--- src/rtl/tick_event_timer.sv ---
// rtl/tick_event_timer.sv - tick generator and programmable one-shot/periodic event timer
//
// Purpose:
//   Retimes the divided clock (used purely as data), emits a one-cycle tick on
//   each qualified rising edge, and counts a programmable number of ticks
//   before pulsing expired. Supports one-shot and periodic operation with a
//   sticky overrun flag for restarts issued while a run is in progress.
//
// Ports:
//   clk_i          system clock, all state updates on its rising edge
//   reset_ni       asynchronous active-low reset
//   divided_clk_i  divided clock, sampled as a level
//   enable_i       1 = ticks counted, 0 = ticks suppressed, countdown paused
//   start_i        single-cycle load/arm request
//   stop_i         single-cycle abort
//   mode_i         0 = one-shot, 1 = periodic (sampled at load/reload)
//   period_i       ticks per interval (sampled at load/reload)
//   clear_i        clears overrun_o
//   tick_o         one-cycle pulse per qualified rising edge
//   count_o        ticks remaining in the current interval
//   busy_o         high while running
//   expired_o      one-cycle pulse when an interval completes
//   overrun_o      sticky, set by start_i while running

module tick_event_timer #(
   parameter int WIDTH = 16
) (
   input  logic             clk_i,
   input  logic             reset_ni,
   input  logic             divided_clk_i,
   input  logic             enable_i,
   input  logic             start_i,
   input  logic             stop_i,
   input  logic             mode_i,
   input  logic [WIDTH-1:0] period_i,
   input  logic             clear_i,
   output logic             tick_o,
   output logic [WIDTH-1:0] count_o,
   output logic             busy_o,
   output logic             expired_o,
   output logic             overrun_o
);

   typedef enum logic {
      ST_IDLE = 1'b0,
      ST_RUN  = 1'b1
   } state_e;

   state_e           state_q, state_d;
   logic             d1_q, d2_q;
   logic             tick_q, tick_d;
   logic [WIDTH-1:0] count_q, count_d;
   logic             mode_q, mode_d;
   logic [WIDTH-1:0] period_q, period_d;
   logic             expired_q, expired_d;
   logic             overrun_q, overrun_d;

   logic             rise;
   logic             count_tick;

   // Two-stage retiming; rise is the sampled 0->1 transition of the divided clock.
   assign rise   = d1_q & ~d2_q;
   // Edges seen while disabled are dropped here rather than remembered.
   assign tick_d = rise & enable_i;

   // A tick already registered when enable drops is not counted either, so
   // the countdown freezes on the very cycle enable goes low.
   assign count_tick = tick_q & enable_i;

   always_ff @(posedge clk_i or negedge reset_ni) begin
      if (!reset_ni) begin
         d1_q   <= 1'b0;
         d2_q   <= 1'b0;
         tick_q <= 1'b0;
      end else begin
         d1_q   <= divided_clk_i;
         d2_q   <= d1_q;
         tick_q <= tick_d;
      end
   end

   always_ff @(posedge clk_i or negedge reset_ni) begin
      if (!reset_ni) begin
         state_q   <= ST_IDLE;
         count_q   <= '0;
         mode_q    <= 1'b0;
         period_q  <= '0;
         expired_q <= 1'b0;
         overrun_q <= 1'b0;
      end else begin
         state_q   <= state_d;
         count_q   <= count_d;
         mode_q    <= mode_d;
         period_q  <= period_d;
         expired_q <= expired_d;
         overrun_q <= overrun_d;
      end
   end

   always_comb begin
      state_d   = state_q;
      count_d   = count_q;
      mode_d    = mode_q;
      period_d  = period_q;
      expired_d = 1'b0;
      overrun_d = overrun_q;

      // Clear is applied first so a simultaneous restart below can override it.
      if (clear_i) begin
         overrun_d = 1'b0;
      end

      case (state_q)
         ST_IDLE: begin
            count_d = '0;
            if (start_i && (period_i != '0)) begin
               count_d  = period_i;
               mode_d   = mode_i;
               period_d = period_i;
               state_d  = ST_RUN;
            end
         end

         ST_RUN: begin
            if (stop_i) begin
               count_d = '0;
               state_d = ST_IDLE;
            end else if (start_i) begin
               overrun_d = 1'b1;
               mode_d    = mode_i;
               period_d  = period_i;
               if (period_i == '0) begin
                  count_d = '0;
                  state_d = ST_IDLE;
               end else begin
                  count_d = period_i;
               end
            end else if (count_tick) begin
               if (count_q > WIDTH'(1)) begin
                  count_d = count_q - WIDTH'(1);
               end else if (count_q == WIDTH'(1)) begin
                  expired_d = 1'b1;
                  if (mode_q) begin
                     count_d = period_q;
                  end else begin
                     count_d = '0;
                     state_d = ST_IDLE;
                  end
               end
               // count_q == 0 cannot occur while running; never decrement it.
            end
         end

         default: begin
            state_d = ST_IDLE;
            count_d = '0;
         end
      endcase
   end

   assign tick_o    = tick_q;
   assign count_o   = count_q;
   assign busy_o    = (state_q == ST_RUN);
   assign expired_o = expired_q;
   assign overrun_o = overrun_q;

endmodule

--- config.mk ---
export PLATFORM = sky130hd
export DESIGN_NAME = tick_event_timer
export DESIGN_NICKNAME = d
export VERILOG_FILES = /design/src/rtl/tick_event_timer.sv
export SDC_FILE = /design/constraint.sdc
export NUM_CORES = 1
export LEC_CHECK = 0
export CORE_UTILIZATION = 51
export DETAILED_ROUTE_END_ITERATION = 8
export PLACE_DENSITY = 0.77
export SYNTH_ARGS = -nofsm -noshare
export SYNTH_HDL_FRONTEND = slang
export SYNTH_SLANG_ARGS = --single-unit
--- constraint.sdc ---
create_clock -name clk_i -period 2.5 [get_ports clk_i]
set_input_delay 0.75 -clock clk_i [delete_from_list [all_inputs] [get_ports clk_i]]
set_output_delay 0.75 -clock clk_i [all_outputs]
set_load 0.02 [all_outputs]
# After elaboration in Yosys (flattened, before gate mapping)
# Cells that the tools add are included.
# W data, S select, Z words.
[totals]
ff_bits = 39
in_bits = 24
output_inout_bits = 20
wordCells = 63
[op_classes]
add_sub_neg = 1
n_lt_le_gt_ge = 1
n_eq_ne = 6
mux = 36
bitwise_logic = 5
n_reduce_logical = 5
[ops]
columns = ["op", "count"]
rows = [
  ["$mux W16", 11],
  ["$pmux W16 S2", 2],
  ["$mux W1", 21],
  ["$eq A16 B1 Y1 const B", 1],
  ["$gt A16 B1 Y1 const B", 1],
  ["$logic_not A16 Y1", 1],
  ["$reduce_bool A16 Y1", 1],
  ["$sub A16 B1 Y16 const B", 1],
  ["$ne A2 B2 Y1 const B", 3],
  ["$ne A5 B3 Y1 const B", 1],
  ["$ne A4 B3 Y1 const B", 1],
  ["$pmux W1 S2", 2],
  ["$and A1 B1 Y1", 3],
  ["$reduce_and A3 Y1", 1],
  ["$not A1 Y1", 2],
  ["$reduce_and A2 Y1", 1],
  ["$logic_and A1 B1 Y1", 1],
]

# Longest topological paths before layout
[depth]
word_depth = 7
depth_mapped = 8
ltp_nobuf = 7

# Worst setup path before layout
# No wires, ideal clock.
[synth_path]
kind = "input -> register"
from = "input start_i"
to = "register count_q[10] (netlist: count_o[10])"
setup_ps = 65
arrival_time_ps = 2202
required_time_ps = 2435
slack_ps = 233
cell_stages = 5
path_buffers = 1
cell_sequence = "or3b_2 -> or4_1 -> buf_2 -> o221ai_1 -> mux2_4"
[synth_between]
elab_chain_len = 3
elab_cells_between_ends = 8
classes_between = "eq/ne (2); mux (4); reduce/logical (2)"
[synth_rtl]
columns = ["item", "line_no", "rtl"]
rows = [
  ["from (decl)", "32", "input logic start_i,"],
  ["$mux W16 or $logic_and A1 B1 Y1 (tied branches)", "128, 116", ""],
  ["$mux W16 (on tied branches)", "125, 116", ""],
  ["$pmux W16 S2", "113", "case (state_q)"],
  ["to (signal assigned)", "92", "count_q <= count_d;"],
  ["to (decl)", "52", "logic [WIDTH-1:0] count_q, count_d;"],
]
# Parallel ways exist; a longest one is shown, timed or not.
# A chain may end at the register's enable or synchronous reset.

# Final worst setup path
[layout_path]
from = "input period_i[5]"
to = "register mode_q"
[layout_between]
elab_chain_len = 4
[layout_rtl]
columns = ["item", "line_no", "rtl"]
rows = [
  ["from (decl)", "35", "input logic [WIDTH-1:0] period_i,"],
  ["$reduce_bool A16 Y1", "116", "if (start_i && (period_i != '0)) begin"],
  ["$logic_and A1 B1 Y1", "116", ""],
  ["$ne A2 B2 Y1 (no source line)", "-", ""],
  ["$reduce_and A3 Y1 (no source line)", "-", ""],
  ["to (signal assigned)", "93", "mode_q <= mode_d;"],
  ["to (decl)", "53", "logic mode_q, mode_d;"],
]
# No other way between the ends.

==> impl_metrics.env <==
export IMPL_status="finished clean"
export IMPL_synth_seq_cells=39
export IMPL_initialDrtViolationCount=302
export IMPL_cp_max_fo=11
export IMPL_hold_ws_ns=0.378
export IMPL_final_area_um2=3030
export IMPL_reg2reg_from="count_o[13]"
export IMPL_hold_path_end="d2_q"
export IMPL_clkSinkCount=39
export IMPL_ios=44
export IMPL_maxCapViolCount=0
export IMPL_syn_cell_area_um2=2220
export IMPL_synthCells=234
export IMPL_clock_latency_ns=0.30
export IMPL_seqPwrFrac_pct=43.6
export IMPL_start_kind="input port"
export IMPL_max_clock_freq_ghz=0.420
export IMPL_die_w_um=67.9
export IMPL_yosys_top_cells_area="dfrtp_1, nand2_1, a2111oi_0"
export IMPL_layout_cells_non_filler=355
export IMPL_wl_per_cell_um=16.8
export IMPL_ys_seq_area_share_pct=44.0
export IMPL_drc=0
export IMPL_switching_share_pct=32.5
export IMPL_initial_core_util_pct=54.2
export IMPL_cts_buffers=5
export IMPL_dieHeight_um=67.9
export IMPL_grt_pass1_wl_mm=9.42
export IMPL_hold_violations=0
export IMPL_synth_edff_count=0
export IMPL_insertedDiodeCount=0
export IMPL_via_per_inst=5.96
export IMPL_pwr_share_comb_pct=29.3
export IMPL_area_growth_pct=36.9
export IMPL_die_area_um2=4610
export IMPL_synth_common_cells="nand2_1, dfrtp_1, inv_1"
export IMPL_clkTransAtPathRegs_ns=0.08
export IMPL_maxSlewViolCount=0
export IMPL_antenna_found_initial=0
export IMPL_synth_top_cell_area_share_pct=44.0
export IMPL_min_path_type="flop to flop"
export IMPL_place_congestion=0.884
export IMPL_rr_endpoint="count_o[3]"
export IMPL_hold_path_depth=0
export IMPL_yosysWarnings=0
export IMPL_cts_max_path_buffers=2
export IMPL_fp_coreArea_um2=4090
export IMPL_crit_arrival_ns=2.58
export IMPL_cts_hold_buf=0
export IMPL_fin_util_pct=74.2
export IMPL_clockRootBuffer="clkbuf_8"
export IMPL_worst_pin_slew_ns=0.448
export IMPL_p_int_mw=1.21
export IMPL_overflow=0
export IMPL_fin_crit_ns=2.38
export IMPL_leakagePower_nw=1.32
export IMPL_dp_cells=347
export IMPL_rrSetupSlack_ns=0.12
export IMPL_slew_headroom_pct=69.4
export IMPL_htree_levels=2
export IMPL_yosysMostFrequentCell="nand2_1"
export IMPL_cp_required_ns=2.69
export IMPL_grt_util_all_layers_pct=28.7
export IMPL_rr_worst_depth=5
export IMPL_ir_drop_v=0.000439
export IMPL_drive_above_1_share_pct=19.7
export IMPL_synth_avg_cell_area_um2=9.47
export IMPL_io_buffers=43
export IMPL_place_hpwl_mm=4.28
export IMPL_post_dp_cell_area_um2=2900
export IMPL_cts_tree="yes"
export IMPL_vias=2117
export IMPL_wirelength_mm=5.96
export IMPL_critPathCaptureType="flop"
export IMPL_grt_max_degree=40
export IMPL_power_per_cell_area_nw_per_um2=590
export IMPL_p_sw_mw=0.581
export IMPL_fin_worst_skew_ns=0.00335
export IMPL_critPathKind="input port to flop"
export IMPL_first_pass_iters=4
export IMPL_power_frac_clock_pct=27.1
export IMPL_synth_cell_types=49
export IMPL_hp_start="d1_q"
export IMPL_syn_num_nets=260
export IMPL_grt_pass1_vias=1996
export IMPL_rows=23
export IMPL_setup_viol=0
export IMPL_period_share_pct=95.3
export IMPL_nets=330
export IMPL_synth_top_area_cell="dfrtp_1"
export IMPL_synthFlopType="dfrtp_1"
export IMPL_async_reset_ff_share_pct=100
export IMPL_antenna_left=0
[area by class of cell]
type                       instances  area (µm²)
timing repair buffer              78         704
multi-input combinational        165        1130
fill                             312        1050
sequential                        39         976
inverter                          15        56.3
clock buffer                       8         100
tap                               50        62.6
[how the worst max path moves through the flow]
stage                     start          end  slack, ns  cells past startpoint
floorplan               start_i  count_o[10]       0.23                      5
global placement        start_i   count_o[9]      -0.23                      6
detailed placement      start_i  count_o[10]      -0.27                      6
CTS                     start_i  count_o[10]       0.05                      6
global route        period_i[2]       mode_q     -0.006                      7
finish              period_i[5]       mode_q       0.12                      7
[state kept, by name, summed over array words and instances, names as in the netlist]
signal,cells
overrun_o,1
count_o,16
busy_o,1
mode_q,1
d2_q,1
tick_o,1
expired_o,1
period_q,16
d1_q,1
[per-layer routing]
layer / track usage [%] / up-vias / share of wire (%)
met4: 13.3 / 0 / 2.7
met5: 0 / - / 0
met1: 38.1 / 1007 / 44
met3: 7.50 / 15 / 7.6
li1: - / 994 / -
met2: 43.6 / 101 / 46
[critical path, cell delays in order]
cell and delay, ns:
clkdlybuf4s50_1 0.42, nor4_1 0.35, buf_4 0.19, nand4_1 0.10, o21ai_1 0.20, buf_4 0.21
mux2_2 0.34
[power by group through the flow]
| stage | combinational [mW] | sequential, mW | clock (mW) |
|---|---|---|---|
| floorplan | 0.248 | 0.805 | 0 |
| global placement | 0.506 | 0.788 | 0 |
| detailed placement | 0.516 | 0.790 | 0 |
| CTS | 0.518 | 0.779 | 0.481 |
| global route | 0.570 | 0.788 | 0.507 |
| finish | 0.524 | 0.780 | 0.484 |
[kinds of logic after synthesis]
logic type	Yosys count	share of synthesized area, %
flip-flops	39	44.0
AO/OA/AOI/OAI	50	18.3
AND/OR/NAND/NOR	95	22.0
XOR/XNOR	11	4.35
multiplexers	7	4.23
adder cells (fa/ha/maj)	2	1.13
buffers and inverters	30	5.93
[cell usage in the layout (no fill, tap or decap), drive strengths merged, types with 3 or more instances in the layout]
| cell type | n |
|---|---|
| a2111oi | 7 |
| a211o | 5 |
| a31oi | 7 |
| buf | 36 |
| clkbuf | 8 |
| clkdlybuf4s50 | 42 |
| dfrtp | 39 |
| inv | 15 |
| mux2 | 7 |
| nand2 | 47 |
| nand4 | 6 |
| nor2 | 9 |
| nor3 | 10 |
| nor4 | 10 |
| o21ai | 5 |
| o221ai | 6 |
| o22ai | 3 |
| o32a | 3 |
| xnor2 | 5 |
| xor2 | 6 |
[stage by stage]
step	total power, mW	setup WS, ns	setup TNS (ns)
after floorplan	1.05	0.233	0
after global routing	1.87	-0.00617	-0.00617
after CTS	1.78	0.0478	0
after detailed placement	1.31	-0.267	-2.49
after global placement	1.29	-0.226	-1.56
final	1.79	0.117	0
[timing repair]
action	in CTS	in global routing
endpoints found under the setup margin	0	8
endpoints found under the hold margin	0	0
gates resized for setup	0	6
buffers inserted	0	0
Note: power is estimated with default switching activity, not from simulation.
==> patch, RTL diff (same settings) <==
The parameter `WIDTH` goes from 16 to 24.
--- a/src/rtl/tick_event_timer.sv
+++ b/src/rtl/tick_event_timer.sv
@@ -24,5 +24,5 @@
 
 module tick_event_timer #(
-   parameter int WIDTH = 16
+   parameter int WIDTH = 24
 ) (
    input  logic             clk_i,
Ports: changed (resized count_o and period_i); port bits go from 44 to 60. The function was not compared with the original's and may differ.
==> patch against the original RTL <==
- combinational power increased by 43%
- area after synthesis increased by 38%
- wire length grew 48%
- synthesized cell count grew 52%
- power increased by 29%
- setup slack better by 10 ps
- critical path depth increased by 1
- via count up 48%
- final cell count is 48% higher
- final area up 37%
- sequential cell count is 16 higher
- hold slack worse by 1.5 ps
- critical path type unchanged
- largest power group unchanged
==> patch: results (changes against the original RTL) <==
outcome completed (unchanged); Via density 5.94 (was 5.96); layout cell share with drive strength beyond 1 0.169 (was 0.197); synth top area cells dfrtp_1, nand2_1, a31oi_1 (was dfrtp_1, nand2_1, a2111oi_0); Rel. slew slack 0.535 (was 0.694); gpl congestion 0.857 (was 0.884); worst r2r src count_o[18] (was count_o[13]); RR Endpoint count_o[20] (was count_o[3]); Reg2Reg Depth 7 (was 5); Pre-Repair DR Iteration Count 5 (was 4); fillcell total 439 (was 312); first-pass GRT wire length 14.9 mm (was 9.42 mm); Commonest cells post-synth nand2_1, dfrtp_1, nor2_1 (was nand2_1, dfrtp_1, inv_1); Yosys top cell area share 0.449 (was 0.440); Detailed Route WL 8.84 mm (was 5.96 mm); Leak 1.91 nW (was 1.32 nW); HPWL after DPL 6.62 mm (was 4.28 mm); VDD IR max 0.329 mV (was 0.439 mV); Worst Path Arrival 2560 ps (was 2580 ps); CP max FO 7 (was 11); Avg WL per Cell 16.8 um (about the same); Mapped Avg Cell Area 8.64 um2 (was 9.47 um2); clock skew 6.06 ps (was 3.35 ps); worst reg-to-reg setup slack 150 ps (was 120 ps); placed cell count 517 (was 347); root buf cell clkbuf_8 (unchanged); Yosys cell types 48 (was 49); CP top delay family simple AND/OR/NAND/NOR gates (was buffers and inverters); Power Internal 1.53 mW (was 1.21 mW); Hold WC Path Type in -> async (was reg -> reg); IO buf count 59 (was 43); vias in the first global route 3073 (was 1996); Largest stage delay, worst path 480 ps (was 420 ps); Total Nets Final 488 (was 330); Reg clk slew, reported paths 100 ps (was 80 ps); syn_nets 389 (was 260)
patch: changes by cell type after synthesis, sizes merged, moves of 8 or more:
cell	before	now
and3	0	10
a31oi	7	23
dfrtp	39	55
o21ai	5	13
nor2	9	36
inv	15	3
a21oi	0	20
nand2	47	80
patch: what timing repair did:
item,CTS,global route
setup endpoints to repair,0,41
gates resized for setup,0,5
setup buffers,0,2
patch: kinds of logic after synthesis:
| kind of cell | count (synthesis) | synth area share |
|---|---|---|
| buf+inv | 24 | 0.0416 |
| compound gates | 79 | 0.164 |
| flops | 55 | 0.449 |
| fa+ha+maj | 2 | 0.00816 |
| xor+xnor | 14 | 0.0400 |
| simple gates | 181 | 0.297 |
patch: stage by stage:
step           hold slack (ps)  area [um2]   util  worst slack (ps)
2_1_floorplan              347        3070      -               131
3_3_place_gp               360        4040  0.716              -195
3_5_place_dp               367        4040  0.716              -232
4_1_cts                    389        4130  0.731              51.1
5_1_grt                    407        4170  0.738              12.3
6_report                   376        4170  0.738               127
patch: worst max-delay path by stage:
stage                      startpoint    endpoint  slack [ps]  cells after the start
after floorplan            count_o[4]  count_o[0]         130                      8
after global placement    period_i[7]  count_o[8]        -190                      8
after detailed placement  period_i[7]  count_o[4]        -230                      8
after CTS                 period_i[6]  count_o[4]          50                      8
after global routing      count_o[10]  count_o[1]          10                      8
final                     period_i[6]  count_o[4]         130                      8
patch: worst reg2reg max path, cell delays in order (launching register included):
cell and delay [ps]:
dfrtp_1 390, or4_4 580, nor4_4 310, buf_4 170, nand4b_4 150, buf_4 220
a211o_1 260, a31oi_1 180
patch: routing by layer:
layer  vias up  GRT usage  share of wire
met3        19     0.0640          0.063
li1       1473          -              -
met4         0      0.102          0.018
met2       132      0.504           0.49
met1      1504      0.397           0.42
met5         -          0              0
patch: power groups by stage:
stage               combinational, mW  sequential (mW)  clock [mW]
floorplan                       0.316             1.14           0
global placement                0.720             1.08           0
detailed placement              0.735             1.09           0
CTS                             0.739             1.07       0.494
global route                    0.815             1.08       0.520
finish                          0.750             1.07       0.486
patch: cell type report:
| cell class | count | share of cell area |
|---|---|---|
| Multi-Input combinational cell | 276 | 0.380 |
| Clock buffer | 5 | 0.0165 |
| Timing Repair Buffer | 113 | 0.245 |
| Sequential cell | 55 | 0.330 |
| Clock inverter | 3 | 0.00360 |
| Tap cell | 72 | 0.0216 |
| Inverter | 3 | 0.00270 |
